File: config.mk
export PLATFORM = sky130hd
export DESIGN_NAME = cvxif_vrf_sched
export DESIGN_NICKNAME = d
export VERILOG_FILES = /design/src/rtl/cvxif_vrf_sched_pkg.sv /design/src/rtl/vrf_hazard_check.sv /design/src/rtl/cvxif_vrf_sched.sv
export SDC_FILE = /design/constraint.sdc
export NUM_CORES = 1
export LEC_CHECK = 0
export BUFFER_PORTS_ARGS = -buffer_cell sky130_fd_sc_hd__clkbuf_2
export CAP_MARGIN = 20
export CELL_PAD_IN_SITES_DETAIL_PLACEMENT = 1
export CELL_PAD_IN_SITES_GLOBAL_PLACEMENT = 1
export CORE_MARGIN = 4
export CORE_UTILIZATION = 28
export CTS_BUF_LIST = sky130_fd_sc_hd__clkbuf_4 sky130_fd_sc_hd__clkbuf_8
export CTS_CLUSTER_SIZE = 24
export DETAILED_ROUTE_END_ITERATION = 16
export PLACE_DENSITY = 0.95
export SLEW_MARGIN = 25
export SYNTH_ARGS = -nofsm -noshare
export SYNTH_HDL_FRONTEND = slang
export SYNTH_SLANG_ARGS = --single-unit
File: constraint.sdc
create_clock -name clk_i -period 4.8 [get_ports clk_i]
set_clock_uncertainty 0.2 [all_clocks]
set_input_delay 0 -clock clk_i [delete_from_list [all_inputs] [get_ports clk_i]]
set_output_delay 0 -clock clk_i [all_outputs]
set_load 0.05 [all_outputs]
File: src/rtl/cvxif_vrf_sched_pkg.sv
// Shared types and geometry for the CV-X-IF vector register file scheduler.
// A VRF word address is {vreg index, word-within-vreg}.
package cvxif_vrf_sched_pkg;

  localparam int unsigned NumVregs     = 32;
  localparam int unsigned WordsPerReg  = 16;
  localparam int unsigned DataWidth    = 64;
  localparam int unsigned NumReadPorts = 2;
  localparam int unsigned VregWidth    = $clog2(NumVregs);
  localparam int unsigned WordWidth    = $clog2(WordsPerReg);
  localparam int unsigned AddrWidth    = $clog2(NumVregs * WordsPerReg);
  localparam int unsigned VlenWidth    = $clog2(WordsPerReg) + 1;

  typedef logic [VregWidth-1:0] vreg_idx_t;
  typedef logic [WordWidth-1:0] word_idx_t;
  typedef logic [AddrWidth-1:0] vec_addr_t;
  typedef logic [VlenWidth-1:0] vlen_t;

  typedef enum logic {
    IDLE,
    ACTIVE
  } sched_state_e;

  function automatic vec_addr_t word_addr(vreg_idx_t vreg, word_idx_t word);
    return {vreg, word};
  endfunction

endpackage

File: src/rtl/vrf_hazard_check.sv
// Combinational issue gate: blocks an instruction on RAW/WAW/WAR hazards
// against the in-flight calc op, and blocks a second calc while one is active.
module vrf_hazard_check
  import cvxif_vrf_sched_pkg::*;
(
  input  logic                              active,
  input  logic                              wr_pend,
  input  logic [VregWidth-1:0]              vd_q,
  input  logic [NumReadPorts-1:0]           rd_pend,
  input  logic [NumReadPorts*VregWidth-1:0] vs_q,
  input  logic                              issue_calc,
  input  logic [VregWidth-1:0]              issue_vd,
  input  logic                              issue_vd_en,
  input  logic [NumReadPorts*VregWidth-1:0] issue_vs,
  input  logic [NumReadPorts-1:0]           issue_vs_en,
  output logic                              ready
);

  logic raw, war, waw;

  // NOTE: every signal written in always_comb gets a default first, so no path leaves it unassigned and no latch is inferred.
  always_comb begin
    raw = 1'b0;
    war = 1'b0;
    for (int i = 0; i < NumReadPorts; i++) begin
      raw = raw | (issue_vs_en[i] && wr_pend &&
                   (issue_vs[i*VregWidth +: VregWidth] == vd_q));
      war = war | (issue_vd_en && rd_pend[i] &&
                   (vs_q[i*VregWidth +: VregWidth] == issue_vd));
    end
  end

  assign waw   = issue_vd_en && wr_pend && (issue_vd == vd_q);
  assign ready = !(issue_calc && active) && !raw && !waw && !war;

endmodule

File: src/rtl/cvxif_vrf_sched.sv
// VRF issue scheduler and single write-port arbiter (moves beat calc stream).
// Optional CVXIF_VRF_SCHED_PERF_EN adds saturating stall/conflict counters.
module cvxif_vrf_sched
  import cvxif_vrf_sched_pkg::*;
(
  input  logic                              clk_i,
  input  logic                              rst_ni,
  input  logic                              issue_valid_i,
  output logic                              issue_ready_o,
  input  logic                              issue_calc_i,
  input  logic [VregWidth-1:0]              issue_vd_i,
  input  logic                              issue_vd_en_i,
  input  logic [NumReadPorts*VregWidth-1:0] issue_vs_i,
  input  logic [NumReadPorts-1:0]           issue_vs_en_i,
  input  logic [VlenWidth-1:0]              issue_vlen_i,
  input  logic [NumReadPorts-1:0]           rd_done_i,
  input  logic                              mv_wvalid_i,
  input  logic [AddrWidth-1:0]              mv_waddr_i,
  input  logic [DataWidth-1:0]              mv_wdata_i,
  input  logic                              st_wvalid_i,
  output logic                              st_wready_o,
  input  logic [DataWidth-1:0]              st_wdata_i,
  output logic                              vrf_we_o,
  output logic [AddrWidth-1:0]              vrf_waddr_o,
  output logic [DataWidth-1:0]              vrf_wdata_o,
  output logic                              calc_busy_o
`ifdef CVXIF_VRF_SCHED_PERF_EN
  ,
  output logic [31:0]                       stall_cnt_o,
  output logic [31:0]                       arb_conflict_cnt_o
`endif
);

  sched_state_e                      state_q, state_d;
  vreg_idx_t                         vd_q;
  logic [NumReadPorts*VregWidth-1:0] vs_q;
  logic [NumReadPorts-1:0]           rd_pend_q, rd_pend_d;
  logic                              wr_pend_q, wr_pend_d;
  vlen_t                             wcnt_q, wcnt_d;
  vec_addr_t                         waddr_q, waddr_d;
  logic                              calc_accept, st_accept, all_clear;

  vrf_hazard_check u_hazard (
    .active      (state_q == ACTIVE),
    .wr_pend     (wr_pend_q),
    .vd_q        (vd_q),
    .rd_pend     (rd_pend_q),
    .vs_q        (vs_q),
    .issue_calc  (issue_calc_i),
    .issue_vd    (issue_vd_i),
    .issue_vd_en (issue_vd_en_i),
    .issue_vs    (issue_vs_i),
    .issue_vs_en (issue_vs_en_i),
    .ready       (issue_ready_o)
  );

  assign calc_accept = issue_valid_i && issue_ready_o && issue_calc_i;
  assign st_wready_o = wr_pend_q && !mv_wvalid_i;
  assign st_accept   = st_wvalid_i && st_wready_o;
  assign all_clear   = !wr_pend_q && (rd_pend_q == '0);

  // NOTE: sequential state uses non-blocking assignments so every flop samples pre-edge values.
  always_ff @(posedge clk_i or negedge rst_ni) begin
    if (!rst_ni) state_q <= IDLE;
    else         state_q <= state_d;
  end

  // Returning to IDLE looks at the registered pending bits, so a new calc
  // is accepted one cycle after the last completion has been recorded.
  always_comb begin
    state_d = state_q;
    case (state_q)
      IDLE:    if (calc_accept && (issue_vlen_i != '0 || issue_vs_en_i != '0)) state_d = ACTIVE;
      ACTIVE:  if (all_clear) state_d = IDLE;
      default: state_d = IDLE;
    endcase
  end

  always_comb begin
    calc_busy_o = (state_q == ACTIVE);
    vrf_we_o    = mv_wvalid_i || st_accept;
    vrf_waddr_o = waddr_q;
    vrf_wdata_o = st_wdata_i;
    if (mv_wvalid_i) begin
      vrf_waddr_o = mv_waddr_i;
      vrf_wdata_o = mv_wdata_i;
    end
  end

  // Only the word index advances, so the stream cannot leave its vreg.
  always_comb begin
    rd_pend_d = rd_pend_q & ~rd_done_i;
    wr_pend_d = wr_pend_q;
    wcnt_d    = wcnt_q;
    waddr_d   = waddr_q;
    if (st_accept) begin
      wcnt_d  = wcnt_q - vlen_t'(1);
      waddr_d = word_addr(waddr_q[AddrWidth-1 -: VregWidth],
                          word_idx_t'(waddr_q[WordWidth-1:0] + word_idx_t'(1)));
      if (wcnt_q == vlen_t'(1)) wr_pend_d = 1'b0;
    end
    if (calc_accept) begin
      rd_pend_d = issue_vs_en_i;
      wr_pend_d = issue_vd_en_i && (issue_vlen_i != '0);
      wcnt_d    = (issue_vlen_i > vlen_t'(WordsPerReg)) ? vlen_t'(WordsPerReg) : issue_vlen_i;
      waddr_d   = word_addr(issue_vd_i, '0);
    end
  end

  // NOTE: operand latches are reset as well; they only matter under a pending bit, but a defined value keeps X out of the hazard compares.
  always_ff @(posedge clk_i or negedge rst_ni) begin
    if (!rst_ni) begin
      rd_pend_q <= '0;
      wr_pend_q <= 1'b0;
      wcnt_q    <= '0;
      waddr_q   <= '0;
      vd_q      <= '0;
      vs_q      <= '0;
    end else begin
      rd_pend_q <= rd_pend_d;
      wr_pend_q <= wr_pend_d;
      wcnt_q    <= wcnt_d;
      waddr_q   <= waddr_d;
      if (calc_accept) begin
        vd_q <= issue_vd_i;
        vs_q <= issue_vs_i;
      end
    end
  end

`ifdef CVXIF_VRF_SCHED_PERF_EN
  always_ff @(posedge clk_i or negedge rst_ni) begin
    if (!rst_ni) begin
      stall_cnt_o        <= '0;
      arb_conflict_cnt_o <= '0;
    end else begin
      if (issue_valid_i && !issue_ready_o && stall_cnt_o != '1)
        stall_cnt_o <= stall_cnt_o + 32'd1;
      if (mv_wvalid_i && st_wvalid_i && wr_pend_q && arb_conflict_cnt_o != '1)
        arb_conflict_cnt_o <= arb_conflict_cnt_o + 32'd1;
    end
  end
`endif

endmodule

# --- Word-level counts from Yosys, hierarchy flattened ---
# Cells that the tools add are included.
totals:
  regBits: 33
  in_bits: 168
  output_inout_bits: 77
  elab_cells: 71
op_classes:
  add_sub_neg: 2
  n_lt_le_gt_ge: 1
  eq_ne: 6
  mux: 14
  bitwise: 5
  reduce_logical: 35
op_table:
  columns: ["operator", "n"]
  rows:
  - ["$mux W64", 1]
  - ["$eq A5 B5 Y1", 5]
  - ["$logic_and A1 B1 Y1", 21]
  - ["$mux W9", 2]
  - ["$mux W5", 3]
  - ["$logic_not A1 Y1", 6]
  - ["$reduce_bool A2 Y1", 3]
  - ["$eq A5 B1 Y1 const B", 1]
  - ["$gt A5 B5 Y1 const B", 1]
  - ["$mux W1", 5]
  - ["$reduce_bool A5 Y1", 1]
  - ["$sub A5 B1 Y5 const B", 1]
  - ["$add A4 B1 Y4 const B", 1]
  - ["$mux W4", 1]
  - ["$and A2 B2 Y2", 1]
  - ["$logic_not A2 Y1", 1]
  - ["$logic_or A1 B1 Y1", 2]
  - ["$mux W2", 1]
  - ["$not A2 Y2", 1]
  - ["$or A1 B1 Y1", 2]
  - ["$pmux W1 S2", 1]
  - ["$reduce_and A2 Y1", 1]
  - ["$not A1 Y1", 1]

# --- Longest topological paths before layout ---
logic_depth:
  depth_word: 12
  ltp_mapped: 7
  ltp_nobuf: 6

# --- Hierarchy ---
# From an unflattened synthesis, not the netlist that was laid out.
hier_totals:
  hier_cells: 272
  hier_area_um2: 2615.0
modules_own_cells:
  columns: ["mod", "instances", "cells_each", "area_per_inst_um2", "seq_area_each_um2"]
  rows:
  - ["cvxif_vrf_sched", 1, 232, 2312.2, 825.8]
  - ["vrf_hazard_check", 1, 40, 302.8, 0.0]

# --- Worst setup path after synthesis ---
# OpenSTA, ideal clock, no wires.
synth_path:
  kind: "register -> register"
  start: "reg wr_pend_q"
  end: "reg wcnt_q[4]"
  setup_ns: 0.125
  t_arrival_ns: 2.116
  required_ns: 4.475
  setup_slack_ns: 2.359
  stages_incl_launch_ff: 7
  path_buffers: 0
  period_less_slack_ns: 2.441
  path_cell_list: "dfrtp_1 -> nor2b_1 -> nand2_1 -> nor3_1 -> nand2_1 -> xnor2_1 -> mux2_2"
synth_between:
  word_cells_on_any_way: 18
  classes_between: "mux (1); bitwise (1); reduce/logical (16)"
synth_rtl:
  columns: ["item", "line_no", "rtl"]
  rows:
  - ["start, declared", "cvxif_vrf_sched.sv:38", "logic wr_pend_q, wr_pend_d;"]
  - ["start signal, assigned", "cvxif_vrf_sched.sv:121", "wr_pend_q <= wr_pend_d;"]
  - ["$logic_and A1 B1 Y1", "cvxif_vrf_sched.sv:58", "assign st_wready_o = wr_pend_q && !mv_wvalid_i;"]
  - ["via st_wready_o", "cvxif_vrf_sched.sv:21", "output logic st_wready_o,"]
  - ["$logic_and A1 B1 Y1", "cvxif_vrf_sched.sv:59", "assign st_accept = st_wvalid_i && st_wready_o;"]
  - ["$reduce_bool A2 Y1 (no source line)", null, null]
  - ["end signal, assigned", "cvxif_vrf_sched.sv:122", "wcnt_q <= wcnt_d;"]
  - ["end, declared", "cvxif_vrf_sched.sv:39", "vlen_t wcnt_q, wcnt_d;"]
# The timed path passes the listed nets, and every way through them passes these cells.
# A chain may end at the register's enable or synchronous reset.

# --- Final worst setup path ---
layout_path:
  start: "reg vd_q[1]"
  end: "reg rd_pend_q[1]"
layout_between:
  elab_chain_len: 10
  word_cells_on_any_way: 15
  classes_between: "eq/ne (3); mux (1); bitwise (1); reduce/logical (10)"
layout_rtl:
  columns: ["item", "line_no", "rtl"]
  rows:
  - ["start, declared", "cvxif_vrf_sched.sv:35", "vreg_idx_t vd_q;"]
  - ["start signal, assigned", "cvxif_vrf_sched.sv:125", "vd_q <= issue_vd_i;"]
  - ["$eq A5 B5 Y1", "vrf_hazard_check.sv:27", "(issue_vs[i*VregWidth +: VregWidth] == vd_q));"]
  - ["$logic_and A1 B1 Y1", "vrf_hazard_check.sv:26", "raw = raw | (issue_vs_en[i] && wr_pend &&"]
  - ["$or A1 B1 Y1", "vrf_hazard_check.sv:26", null]
  - ["$logic_not A1 Y1", "vrf_hazard_check.sv:34", "assign ready = !(issue_calc && active) && !raw && !waw && !war;"]
  - ["$logic_and A1 B1 Y1", "vrf_hazard_check.sv:34", null]
  - ["$logic_and A1 B1 Y1 * (2 in series)", "vrf_hazard_check.sv:34", null]
  - ["$logic_and A1 B1 Y1 * (2 in series)", "cvxif_vrf_sched.sv:57", "assign calc_accept = issue_valid_i && issue_ready_o && issue_calc_i;"]
  - ["$mux W2 *", "cvxif_vrf_sched.sv:102", "if (calc_accept) begin"]
  - ["via rd_pend_d[1]", "cvxif_vrf_sched.sv:37", "logic [NumReadPorts-1:0] rd_pend_q, rd_pend_d;"]
  - ["end signal, assigned", "cvxif_vrf_sched.sv:120", "rd_pend_q <= rd_pend_d;"]
  - ["end, declared", "cvxif_vrf_sched.sv:37", null]
# Mark *: on every way through the listed nets, which the timed path passes. The rest lies on a longest branch.

==> run metrics <==
cts bufs inserted=5; I/O Buffers=between 200 and 250; sequential share of the synthesized area=between 30% and 40%; crit end category=flip-flop; Synth async-reset ratio=between 90% and 100%; remaining global-route overflow=0; area leader, netlist=mux2_2; antenna diode count=0; largest net degree at the start of global routing=47; Worst VDD drop=0.2448 mV; Top Ports=between 200 and 250; First DRT Iteration DRCs=~120; Yosys top cell area share=between 30% and 40%; Max clock buf depth=2; internal reg-to-reg setup slack=between 1.5 and 2 ns; first-pass GRT wire length=18110 um; final setup fails=0; CTS tree=done; core area=just over 9000 um2; H-tree lvl count=2; Worst-Skew Late Latency=0.29 ns; Slew headroom=approximately 34%; Post-Route Setup TNS=0 ns; die height=about 110 um; ANT nets after route=0; Syn Nets=between 400 and 500; PwrDens=between 300 and 400 nW/um2; number of global-route vias before repair=roughly 3300; total clock sinks=33; antenna violations before repair=0; NumNets Final=approximately 680; Startpoint Class=flip-flop; Hold WS=0.1362 ns; critical path's slowest cell=nor2_4; Critical Path, Cell by Cell=xor2_1 -> nor4_1 -> nand4_1 -> nand4_2 -> nor2_4 -> mux2_4 -> dlygate4sd3_1; Worst-path clk slew=around 0.070 ns; setup slack after layout=1.532 ns; fillcell total=approximately 1100; Placement Setup Slack=between 2 and 2.5 ns; CP max FO=32; Post-synth EDFFs=0; Arrival @ worst endpoint=about 3.2 ns; share of layout cells above drive strength 1=between 60% and 70%; Top FF cell, synth=dfrtp_1; max incr delay on CP=0.80 ns; critical path class=flip-flop to flip-flop; max cap viols=0; yosys warns=0; post-synth design cell area=2635 um2; Yosys reg bits=33; Data required, critical path=4.76 ns; cells taking the most area after synthesis=mux2_2, dfrtp_1, xnor2_1; commonest non-fill, non-tap cells in the layout=clkbuf_2, mux2_2, dlygate4sd3_1, dfrtp_1, xnor2_1; initial core utilization=roughly 29%; Worst path top cell family by delay=simple AND/OR/NAND/NOR gates; hold crit path type=input port to flip-flop; RSZ-0062 raised after global routing=false; Worst Max-Slew Pin Slew=about 1 ns; TritonRoute pass-1 iters=5; routability cong.=between 0.8 and 0.9; Root Buffer Master=clkbuf_8; syn_area_per_cell=11.41 um2; fin crit share=68.09%; routed len/inst=just under 20 um; Synth cell types=25; fin crit period=approximately 3.3 ns; most common cell after layout, fill and taps aside=clkbuf_2; die area=roughly 11000 um2; synthesis-to-layout area growth=66.81%; Final Max Tran Viols=0; global-route usage over all layers=21.10%; vias=2915; f_max=0.3060 GHz; Die Width=about 110 um; Mapped Cells=around 230; status=complete, no violations; Routed WL=between 10000 and 15000 um; Placement Rows=35; DP HPWL=around 9400 um; number of remaining DRC errors=0; leakage dissipation=roughly 2.2 nW; vias per cell=about 4.7; final hold violation count=0; Buf+Inv Stages, Crit Path=1
metrics by stage:
| step | total power, W | util, % | cell area (um2) | instances |
|---|---|---|---|---|
| global route | 0.001803 | 47.80 | 4395 | 617 |
| detailed placement | 0.001378 | 42.79 | 3935 | 575 |
| global placement | 0.001334 | 42.79 | 3935 | 575 |
| finish | 0.001706 | 47.80 | 4395 | 617 |
| floorplan | 0.001136 | - | 2635 | 231 |
| CTS | 0.001692 | 47.80 | 4395 | 617 |
flip-flops by register name (all words and copies together) (netlist names):
signal,cells
waddr_q,9
vs_q,10
vd_q,5
wr_pend_q,1
rd_pend_q,2
calc_busy_o,1
wcnt_q,5
where the power goes:
| part | switching, W | internal (W) | total (W) | leakage [nW] |
|---|---|---|---|---|
| Combinational | 0.000521 | 0.000371 | 0.000892 | 1.76 |
| Clock | 0.000103 | 0.000175 | 0.000278 | 0.0619 |
| Sequential | 0.000132 | 0.000405 | 0.000536 | 0.401 |
| Total | 0.000756 | 0.000951 | 0.00171 | 2.23 |
metal layers:
metal / up-vias / track usage, % / part of all wire [%]
met1: 1374 / 20.89 / 34
met2: 147 / 40.28 / 55
met3: 24 / 7.103 / 8.0
li1: 1370 / - / -
met4: 0 / 7.779 / 3.0
met5: - / 0 / 0
synth_stat cells (all sizes together), types with 4 or more instances:
master  number
nand2        9
xor2        15
mux2        96
mux2i        5
clkbuf       9
dfrtp       33
nor4         4
nand4        7
nor2         6
nand2b       5
xnor2       17
timing repair:
action / CTS / global route
hold buffers: 34 / 0
hold endpoints to repair: 63 / 0
setup buffers: 0 / 0
resized for setup: 0 / 0
final timing paths:
path / start / end / cells after the start
hold reg to reg: vs_q[8]$_DFFE_PN0N_ / vs_q[8]$_DFFE_PN0N_ / 1
min in group asynchronous: rst_ni / vs_q[8]$_DFFE_PN0N_ / 2
setup reg to reg: vd_q[1]$_DFFE_PN0N_ / rd_pend_q[1]$_DFF_PN0_ / 7
setup / recovery: vd_q[1]$_DFFE_PN0N_ / rd_pend_q[1]$_DFF_PN0_ / 7
max in group asynchronous: rst_ni / vd_q[1]$_DFFE_PN0N_ / 2
hold / removal: issue_calc_i / waddr_q[2]$_DFFE_PN0P_ / 4
worst min-delay path: stages:
cell	delay, ns
clkbuf_2	0.09
nand3b_1	0.14
nor2_4	0.18
nor2_1	0.14
layout make-up:
cell class | count | area, um2 | share of cell area (%)
Multi-Input combinational cell | 184 | 1734 | 39.45
Clock inverter | 1 | 30.03 | 0.6832
Inverter | 2 | 7.507 | 0.1708
Sequential cell | 33 | 825.8 | 18.79
Clock buffer | 7 | 90.09 | 2.050
Timing Repair Buffer | 279 | 1569 | 35.70
Tap cell | 111 | 138.9 | 3.160
cell families after synthesis:
logic type | Yosys count | synth area share [%]
buffers and inverters | 14 | 2.849
and+or+nand+nor | 42 | 8.927
muxes | 101 | 43.35
xor gates and xnor gates | 32 | 10.64
AOI/OAI and AO/OA | 6 | 1.472
DFF | 33 | 31.34
adders and majority gates | 3 | 1.425
Power figures use the tool's default switching activity.
